===== src/rtl/uart_tx_fifo.sv =====
// UART transmitter with a small input FIFO, configurable word size, parity and stop bits.
// Frames are sent back-to-back for as long as the FIFO holds words.
module uart_tx_fifo #(
  parameter int ClkRate   = 100_000_000,
  parameter int BaudRate  = 115200,
  parameter int WordSize  = 8,
  parameter int Parity    = 0,
  parameter int StopBits  = 1,
  parameter int FifoDepth = 4
) (
  input  logic                           clk_i,
  input  logic                           rst_ni,
  input  logic [WordSize-1:0]            data_i,
  input  logic                           data_valid_i,
  output logic                           data_ack_o,
  output logic                           uart_o,
  output logic                           busy_o,
  output logic [$clog2(FifoDepth+1)-1:0] fifo_level_o
);

  localparam int   BaudDiv = ClkRate / BaudRate;
  localparam int   CntW    = (BaudDiv > 1) ? $clog2(BaudDiv) : 1;
  localparam int   PtrW    = $clog2(FifoDepth);
  localparam int   LvlW    = $clog2(FifoDepth + 1);
  localparam int   BitW    = $clog2(WordSize);
  localparam logic OddPar  = (Parity == 1);

  if (WordSize < 5 || WordSize > 9) begin : g_bad_word_size
    $error("uart_tx_fifo: WordSize must be in 5..9");
  end
  if (Parity < 0 || Parity > 2) begin : g_bad_parity
    $error("uart_tx_fifo: Parity must be 0, 1 or 2");
  end
  if (StopBits < 1 || StopBits > 2) begin : g_bad_stop_bits
    $error("uart_tx_fifo: StopBits must be 1 or 2");
  end
  if (FifoDepth < 2 || (FifoDepth & (FifoDepth - 1)) != 0) begin : g_bad_depth
    $error("uart_tx_fifo: FifoDepth must be a power of two >= 2");
  end
  if (BaudDiv < 1) begin : g_bad_baud
    $error("uart_tx_fifo: ClkRate / BaudRate must be at least 1");
  end

  typedef enum logic [2:0] {
    S_IDLE,
    S_START,
    S_DATA,
    S_PARITY,
    S_STOP
  } state_t;

  // Handshake: the producer holds data_i/data_valid_i until data_ack_o; a word
  // transfers on every rising edge where data_ack_o is high (valid & !full).
  logic [WordSize-1:0] mem [FifoDepth];
  logic [PtrW-1:0]     wr_ptr, rd_ptr;
  logic [LvlW-1:0]     level;
  logic                full, empty, push, pop;
  logic [WordSize-1:0] head;

  state_t              state;
  logic [CntW-1:0]     baud_cnt;
  logic [BitW-1:0]     bit_idx;
  logic                stop_idx;
  logic [WordSize-1:0] shift_q;
  logic                par_q;
  logic                baud_end, last_stop;

  assign full       = (level == LvlW'(FifoDepth));
  assign empty      = (level == '0);
  assign data_ack_o = data_valid_i & ~full & rst_ni;
  assign push       = data_ack_o;
  assign head       = mem[rd_ptr];

  assign baud_end  = (baud_cnt == CntW'(BaudDiv - 1));
  assign last_stop = (state == S_STOP) && baud_end && (stop_idx == 1'(StopBits - 1));
  // Fullness is taken before the pop, so a full FIFO never accepts a write-through.
  assign pop       = ~empty & ((state == S_IDLE) | last_stop);

  assign busy_o       = (state != S_IDLE) | ~empty;
  assign fifo_level_o = level;

  always_ff @(posedge clk_i) begin
    if (push) mem[wr_ptr] <= data_i;
  end

  always_ff @(posedge clk_i or negedge rst_ni) begin
    if (!rst_ni) begin
      wr_ptr <= '0;
      rd_ptr <= '0;
      level  <= '0;
    end else begin
      if (push) wr_ptr <= wr_ptr + PtrW'(1);
      if (pop)  rd_ptr <= rd_ptr + PtrW'(1);
      case ({push, pop})
        2'b10:   level <= level + LvlW'(1);
        2'b01:   level <= level - LvlW'(1);
        default: level <= level;
      endcase
    end
  end

  always_ff @(posedge clk_i or negedge rst_ni) begin
    if (!rst_ni) begin
      state    <= S_IDLE;
      baud_cnt <= '0;
      bit_idx  <= '0;
      stop_idx <= 1'b0;
      shift_q  <= '0;
      par_q    <= 1'b0;
      uart_o   <= 1'b1;
    end else begin
      case (state)
        S_IDLE: begin
          uart_o   <= 1'b1;
          baud_cnt <= '0;
          if (pop) begin
            shift_q <= head;
            par_q   <= (^head) ^ OddPar;
            uart_o  <= 1'b0;
            state   <= S_START;
          end
        end
        S_START: begin
          if (baud_end) begin
            baud_cnt <= '0;
            bit_idx  <= '0;
            uart_o   <= shift_q[0];
            state    <= S_DATA;
          end else begin
            baud_cnt <= baud_cnt + CntW'(1);
          end
        end
        S_DATA: begin
          if (baud_end) begin
            baud_cnt <= '0;
            if (bit_idx == BitW'(WordSize - 1)) begin
              if (Parity != 0) begin
                uart_o <= par_q;
                state  <= S_PARITY;
              end else begin
                uart_o   <= 1'b1;
                stop_idx <= 1'b0;
                state    <= S_STOP;
              end
            end else begin
              // LSB goes first; the next bit is always sitting in shift_q[1].
              bit_idx <= bit_idx + BitW'(1);
              shift_q <= shift_q >> 1;
              uart_o  <= shift_q[1];
            end
          end else begin
            baud_cnt <= baud_cnt + CntW'(1);
          end
        end
        S_PARITY: begin
          if (baud_end) begin
            baud_cnt <= '0;
            uart_o   <= 1'b1;
            stop_idx <= 1'b0;
            state    <= S_STOP;
          end else begin
            baud_cnt <= baud_cnt + CntW'(1);
          end
        end
        S_STOP: begin
          if (baud_end) begin
            baud_cnt <= '0;
            if (last_stop) begin
              // Chain straight into the next start bit when a word is waiting.
              if (pop) begin
                shift_q <= head;
                par_q   <= (^head) ^ OddPar;
                uart_o  <= 1'b0;
                state   <= S_START;
              end else begin
                uart_o <= 1'b1;
                state  <= S_IDLE;
              end
            end else begin
              stop_idx <= 1'b1;
            end
          end else begin
            baud_cnt <= baud_cnt + CntW'(1);
          end
        end
        default: begin
          uart_o   <= 1'b1;
          baud_cnt <= '0;
          state    <= S_IDLE;
        end
      endcase
    end
  end

endmodule

===== config.mk =====
export PLATFORM = sky130hd
export DESIGN_NAME = uart_tx_fifo
export DESIGN_NICKNAME = d
export VERILOG_FILES = /design/src/rtl/uart_tx_fifo.sv
export SDC_FILE = /design/constraint.sdc
export NUM_CORES = 1
export LEC_CHECK = 0
export BUFFER_PORTS_ARGS = -buffer_cell sky130_fd_sc_hd__buf_2
export CAP_MARGIN = 20
export CORE_ASPECT_RATIO = 0.7
export CORE_MARGIN = 5
export CORE_UTILIZATION = 50
export CTS_CLUSTER_SIZE = 8
export DETAILED_ROUTE_END_ITERATION = 12
export PLACE_DENSITY = 0.67
export SKIP_CTS_REPAIR_TIMING = 1
export SYNTH_ARGS = -nofsm -noshare
export SYNTH_HDL_FRONTEND = slang
export SYNTH_SLANG_ARGS = --single-unit

===== constraint.sdc =====
create_clock -name clk_i -period 7.2 [get_ports clk_i]
set_clock_uncertainty 0.15 [all_clocks]
set_input_delay 0.72 -clock clk_i [delete_from_list [all_inputs] [get_ports clk_i]]
set_output_delay 0.72 -clock clk_i [all_outputs]
set_load 0.05 [all_outputs]

# Yosys cells after proc, flatten, opt, wreduce, memory -nomap -nowiden
# Memory sizes are Yosys's and may differ from the RTL's.
# Cells that the tools add are included.
# op_classes
n_addsub	6
n_eq_ne	18
muxes	38
bitwise	8
n_reduce_logical	15
# op_table
operator	count
8-bit 2-to-1 mux	5
3-bit 2-to-1 mux	10
8-bit case mux with 3 select lines	1
10-bit 2-to-1 mux	2
2-bit != test (second input constant)	9
1-bit 2-to-1 mux	15
3-bit case mux with 5 select lines	1
3-bit case mux with 2 select lines	2
10-bit by 1-bit adder with 10-bit output (second input constant)	1
10-bit equality test (second input constant)	1
5-bit AND reduction	2
3-bit equality test (second input constant)	3
3-bit nonzero test	3
7-bit AND reduction	1
3-bit by 1-bit adder with 3-bit output (second input constant)	2
3-bit by 2-bit equality test with 1-bit output (second input constant)	2
3-bit zero test	2
6-bit AND reduction	1
1-bit case mux with 5 select lines	1
2-bit by 1-bit adder with 2-bit output (second input constant)	2
4-bit AND reduction	1
2-bit nonzero test	2
4-bit OR reduction	1
1-bit AND	3
other kinds (8)	12
# word_totals
reg_bits	33
ram_bits	32
in_bits	11
output_inout_bits	6
word_cells	95
memories	1
# mem_list
name	depth	word_bits	read_ports	rd_ports_with_merged_regs	wr	line_no	text
mem	4	8	1	0	1	54	logic [WordSize-1:0] mem [FifoDepth];

# Logic depth before layout (Yosys ltp)
# depth
depth_word	9
depth_mapped	10
ltp_nobuf	10

# Worst setup path before layout
# No wires, ideal clock.
# synth_timing
path_kind	register -> register
startpoint	register level[1], in the netlist fifo_level_o[1]
endpoint	register level[2], in the netlist fifo_level_o[2]
setup_ns	0.145
t_arrival_ns	2.823
required_ns	6.905
path_slack_ns	4.082
path_stages_with_launch	10
path_buffers	0
period_less_slack_ns	3.118
path_cell_list	dfrtp_1 -> inv_1 -> a31oi_1 -> inv_1 -> ha_1 -> inv_1 -> fa_1 -> xor2_1 -> nor2_1 -> xor2_1
# synth_between
elab_chain_cells	6
elab_cells_between_ends	13
cone_classes	add/sub: 2; eq/ne: 3; mux: 1; bitwise: 5; reduce/logical: 2
# synth_lines
item	line_no	text
from (decl)	56	logic [LvlW-1:0] level;
from (signal assigned)	95	2'b10: level <= level + LvlW'(1);
from (signal assigned)	96	2'b01: level <= level - LvlW'(1);
from (signal assigned)	97	default: level <= level;
3-bit equality test *	68	assign full = (level == LvlW'(FifoDepth));
1-bit inverter *	70	assign data_ack_o = data_valid_i & ~full & rst_ni;
1-bit AND * (2 in a row)	70	
net data_ack_o	15	output logic data_ack_o,
2-bit by 1-bit equality test with 1-bit output or 2-bit equality test (tied branches)	94	case ({push, pop})
3-bit case mux with 2 select lines or 2-bit nonzero test (tied branches)	-	
# Mark *: on every way through the listed nets, which the timed path passes. The rest lies on a longest branch.
# A chain may end at the register's enable or synchronous reset.

# Worst setup path in the final report
# layout_timing
startpoint	input port rst_ni
endpoint	output port data_ack_o
# layout_between
elab_chain_cells	1
# layout_lines
item	line_no	text
from (decl)	12	input logic rst_ni,
1-bit AND	70	
to (decl)	15	
# No other way between the ends.

==> reports/qor.yml <==
status: "finished clean"
tightestPinTransition_ps: 686
ir_worst_vdd_mv: 0.211
hold_viol: 0
finalWeightedCongestion: 0.787
grt_setup_unrepaired: "no"
cpPeakStageDelay_ps: 480
slew_violations: 0
endpoint_kind: "output pin"
die_w_um: 102
initial_core_util_pct: 51.6
worstPathMaxFanout: 34
dieArea_mm2: 0.00757
antenna_cells: 0
antenna_found_initial: 0
setup_viol: 0
hold_path.class: "in -> async"
power.share.sequential_pct: 46.6
root_buffer: "clkbuf_8"
route.vias.total: 1582
clk_latency_ps: 330
comb_power_share_pct: 26.3
grt_usage_pct: 14.9
drc: 0
viasPerCell: 5.26
path_class: "in -> out"
switching_power_mw: 0.371
preCtsSetupSlack_ps: 4160
core_area_mm2: 0.00573
ys_types: 44
worstSetupStartpointType: "input pin"
nNetsFinal: 241
synth.cell_area_mm2: 0.00295
cpMostUsedCell: "buf_2"
cts_tree: "yes"
period_needed_ps: 3010
power.density_mw_per_mm2: 362
postSynthCellCount: 200
maxCapViolCount: 0
clockPowerShare_pct: 27.1
cts_buffers: 9
avgRoutedWirePerCell_um: 16.6
grt_max_degree: 35
crit_chain: "buf_2 > buf_4 > nand2_1 > a31oi_1 > buf_2"
synth-seq-cells: 65
power_switching_share_pct: 31.0
crit_buf_inv: 3
p_leak_nw: 1.36
hold_ws_ps: 260
die_h_um: 74.3
drtIter0Drc: 80
period_share_pct: 41.8
synth_seq_area_share_pct: 60.6
grt_pass1_vias: 1582
postRouteAntennaNets: 0
firstDrtPassIters: 4
syn2layout_area_growth_pct: 11.9
rows: 23
syn_avg_cell_area_um2: 14.8
slew_headroom_pct: 54.0
wirelength_um: 5010
layout_common_cells: "dfrtp_1, edfxtp_1, buf_2"
dp.final_hpwl_um: 3540
critPathSlowestCell: "a31oi_1"
synth_fp_nets: 220
io_pins: 17
cts.sinks: 65
finalSetupTns_ps: 0
port_buffers: 16
intPower_mw: 0.825
synth_warnings: 0
arrival_ps: 2140
grt_overflow: 0
fin_ws_ps: 4190
critPathRequiredTime_ps: 6330
htree_num_levels: 3
cts.reportedPaths.clkPinSlew_ps: 70
fmax_mhz: 332
grt_pass1_wl_um: 8270
cts_max_path_buffers: 2
drive_above_1_share_pct: 26.1
cp_top_family: "buffers and inverters"
## cell usage after synthesis
cell | number | area share, %
dfrtp_1 | 32 | 27
edfxtp_1 | 32 | 33
nor2_1 | 13 | 1.7
xor2_1 | 10 | 3.0
ha_1 | 8 | 3.4
inv_1 | 8 | 1.0
mux2_2 | 8 | 3.1
mux4_2 | 8 | 6.1
mux2_4 | 7 | 3.6
nand2_1 | 7 | 0.89
nand3_1 | 6 | 1.0
and2_1 | 5 | 1.1
xnor2_1 | 5 | 1.5
and3_1 | 4 | 0.85
clkbuf_1 | 4 | 0.51
o21ai_0 | 4 | 0.68
a21oi_1 | 3 | 0.51
a22o_1 | 2 | 0.59
a31oi_1 | 2 | 0.42
buf_6 | 2 | 0.76
mux2i_1 | 2 | 0.68
nand2b_1 | 2 | 0.42
nand4b_1 | 2 | 0.59
o22ai_1 | 2 | 0.42
or3_1 | 2 | 0.42
or4b_1 | 2 | 0.68
a211oi_1 | 1 | 0.25
a21boi_0 | 1 | 0.25
a21o_1 | 1 | 0.25
a221o_1 | 1 | 0.34
a2bb2oi_1 | 1 | 0.30
a311oi_1 | 1 | 0.30
and2_2 | 1 | 0.25
and4_1 | 1 | 0.30
and4b_1 | 1 | 0.34
buf_2 | 1 | 0.17
dfstp_2 | 1 | 0.89
fa_1 | 1 | 0.68
nand3_4 | 1 | 0.59
nand4_1 | 1 | 0.21
nor3_4 | 1 | 0.55
nor3b_2 | 1 | 0.42
o211ai_1 | 1 | 0.25
or4_1 | 1 | 0.25
## final cells by class
cell class                      count  area [um2]
Sequential cell                    65        1790
Multi-Input combinational cell    120        1090
Clock buffer                       10         128
Clock inverter                      6        83.8
Tap cell                           75        93.8
Timing Repair Buffer               17        87.6
Inverter                            8        30.0
Fill cell                         460        2420
## routing by layer
metal  vias to the layer above  share of wire [%]  global-route usage (%)
met1                       759                 51                    23.0
met5                         -                  0                       0
met4                         0                1.2                    5.68
li1                        781                  -                       -
met3                         6                4.7                    4.59
met2                        36                 43                    19.6
## registers in the layout (all words and copies together) (netlist names)
| register | flops |
|---|---|
| rd_ptr | 2 |
| bit_idx | 3 |
| wr_ptr | 2 |
| fifo_level_o | 3 |
| mem | 32 |
| baud_cnt | 10 |
| state | 3 |
| stop_idx | 1 |
| uart_o | 1 |
| shift_q | 8 |
## final timing paths
path,startpoint,end,slack (ps),cells after the start
setup / recovery,rst_ni,data_ack_o,4190,5
hold / removal,rst_ni,bit_idx[2],260,2
setup reg to reg,baud_cnt[0],fifo_level_o[2],4370,10
hold reg to reg,shift_q[7],shift_q[7],320,1
max in group asynchronous,rst_ni,uart_o,6310,2
min in group clk_i,shift_q[7],shift_q[7],320,1
## worst reg2reg max path: cells and delay by family, from the launching register on
family / cells / cell delay, ps
simple gates: 3 / 710
fa+ha+maj: 3 / 820
flops: 1 / 400
compound gates: 1 / 330
xor+xnor: 2 / 300
buf+inv: 1 / 60
## through the flow
stage	instances	area, um2	power, mW	util (%)
2_1_floorplan	200	2950	0.804	-
3_3_place_gp	285	3090	0.872	54.0
3_5_place_dp	285	3090	0.884	54.0
4_1_cts	301	3300	1.21	57.7
5_1_grt	301	3300	1.27	57.7
6_report	301	3300	1.20	57.7
## kinds of logic (layout without fill, tap and decap cells)
family / after synthesis / in the layout / share of synthesized area, %
compound gates: 20 / 20 / 4.58
xor+xnor: 15 / 15 / 4.45
fa+ha+maj: 9 / 9 / 4.07
buf+inv: 15 / 41 / 2.46
flops: 65 / 65 / 60.6
mux: 25 / 25 / 13.4
simple gates: 51 / 51 / 10.5
## power groups by stage
stage / Sequential, mW / Combinational, mW / Clock (mW)
2_1_floorplan: 0.559 / 0.245 / 0
3_3_place_gp: 0.562 / 0.310 / 0
3_5_place_dp: 0.565 / 0.319 / 0
4_1_cts: 0.559 / 0.320 / 0.332
5_1_grt: 0.569 / 0.347 / 0.350
6_report: 0.557 / 0.314 / 0.324
Power figures use the tool's default switching activity.
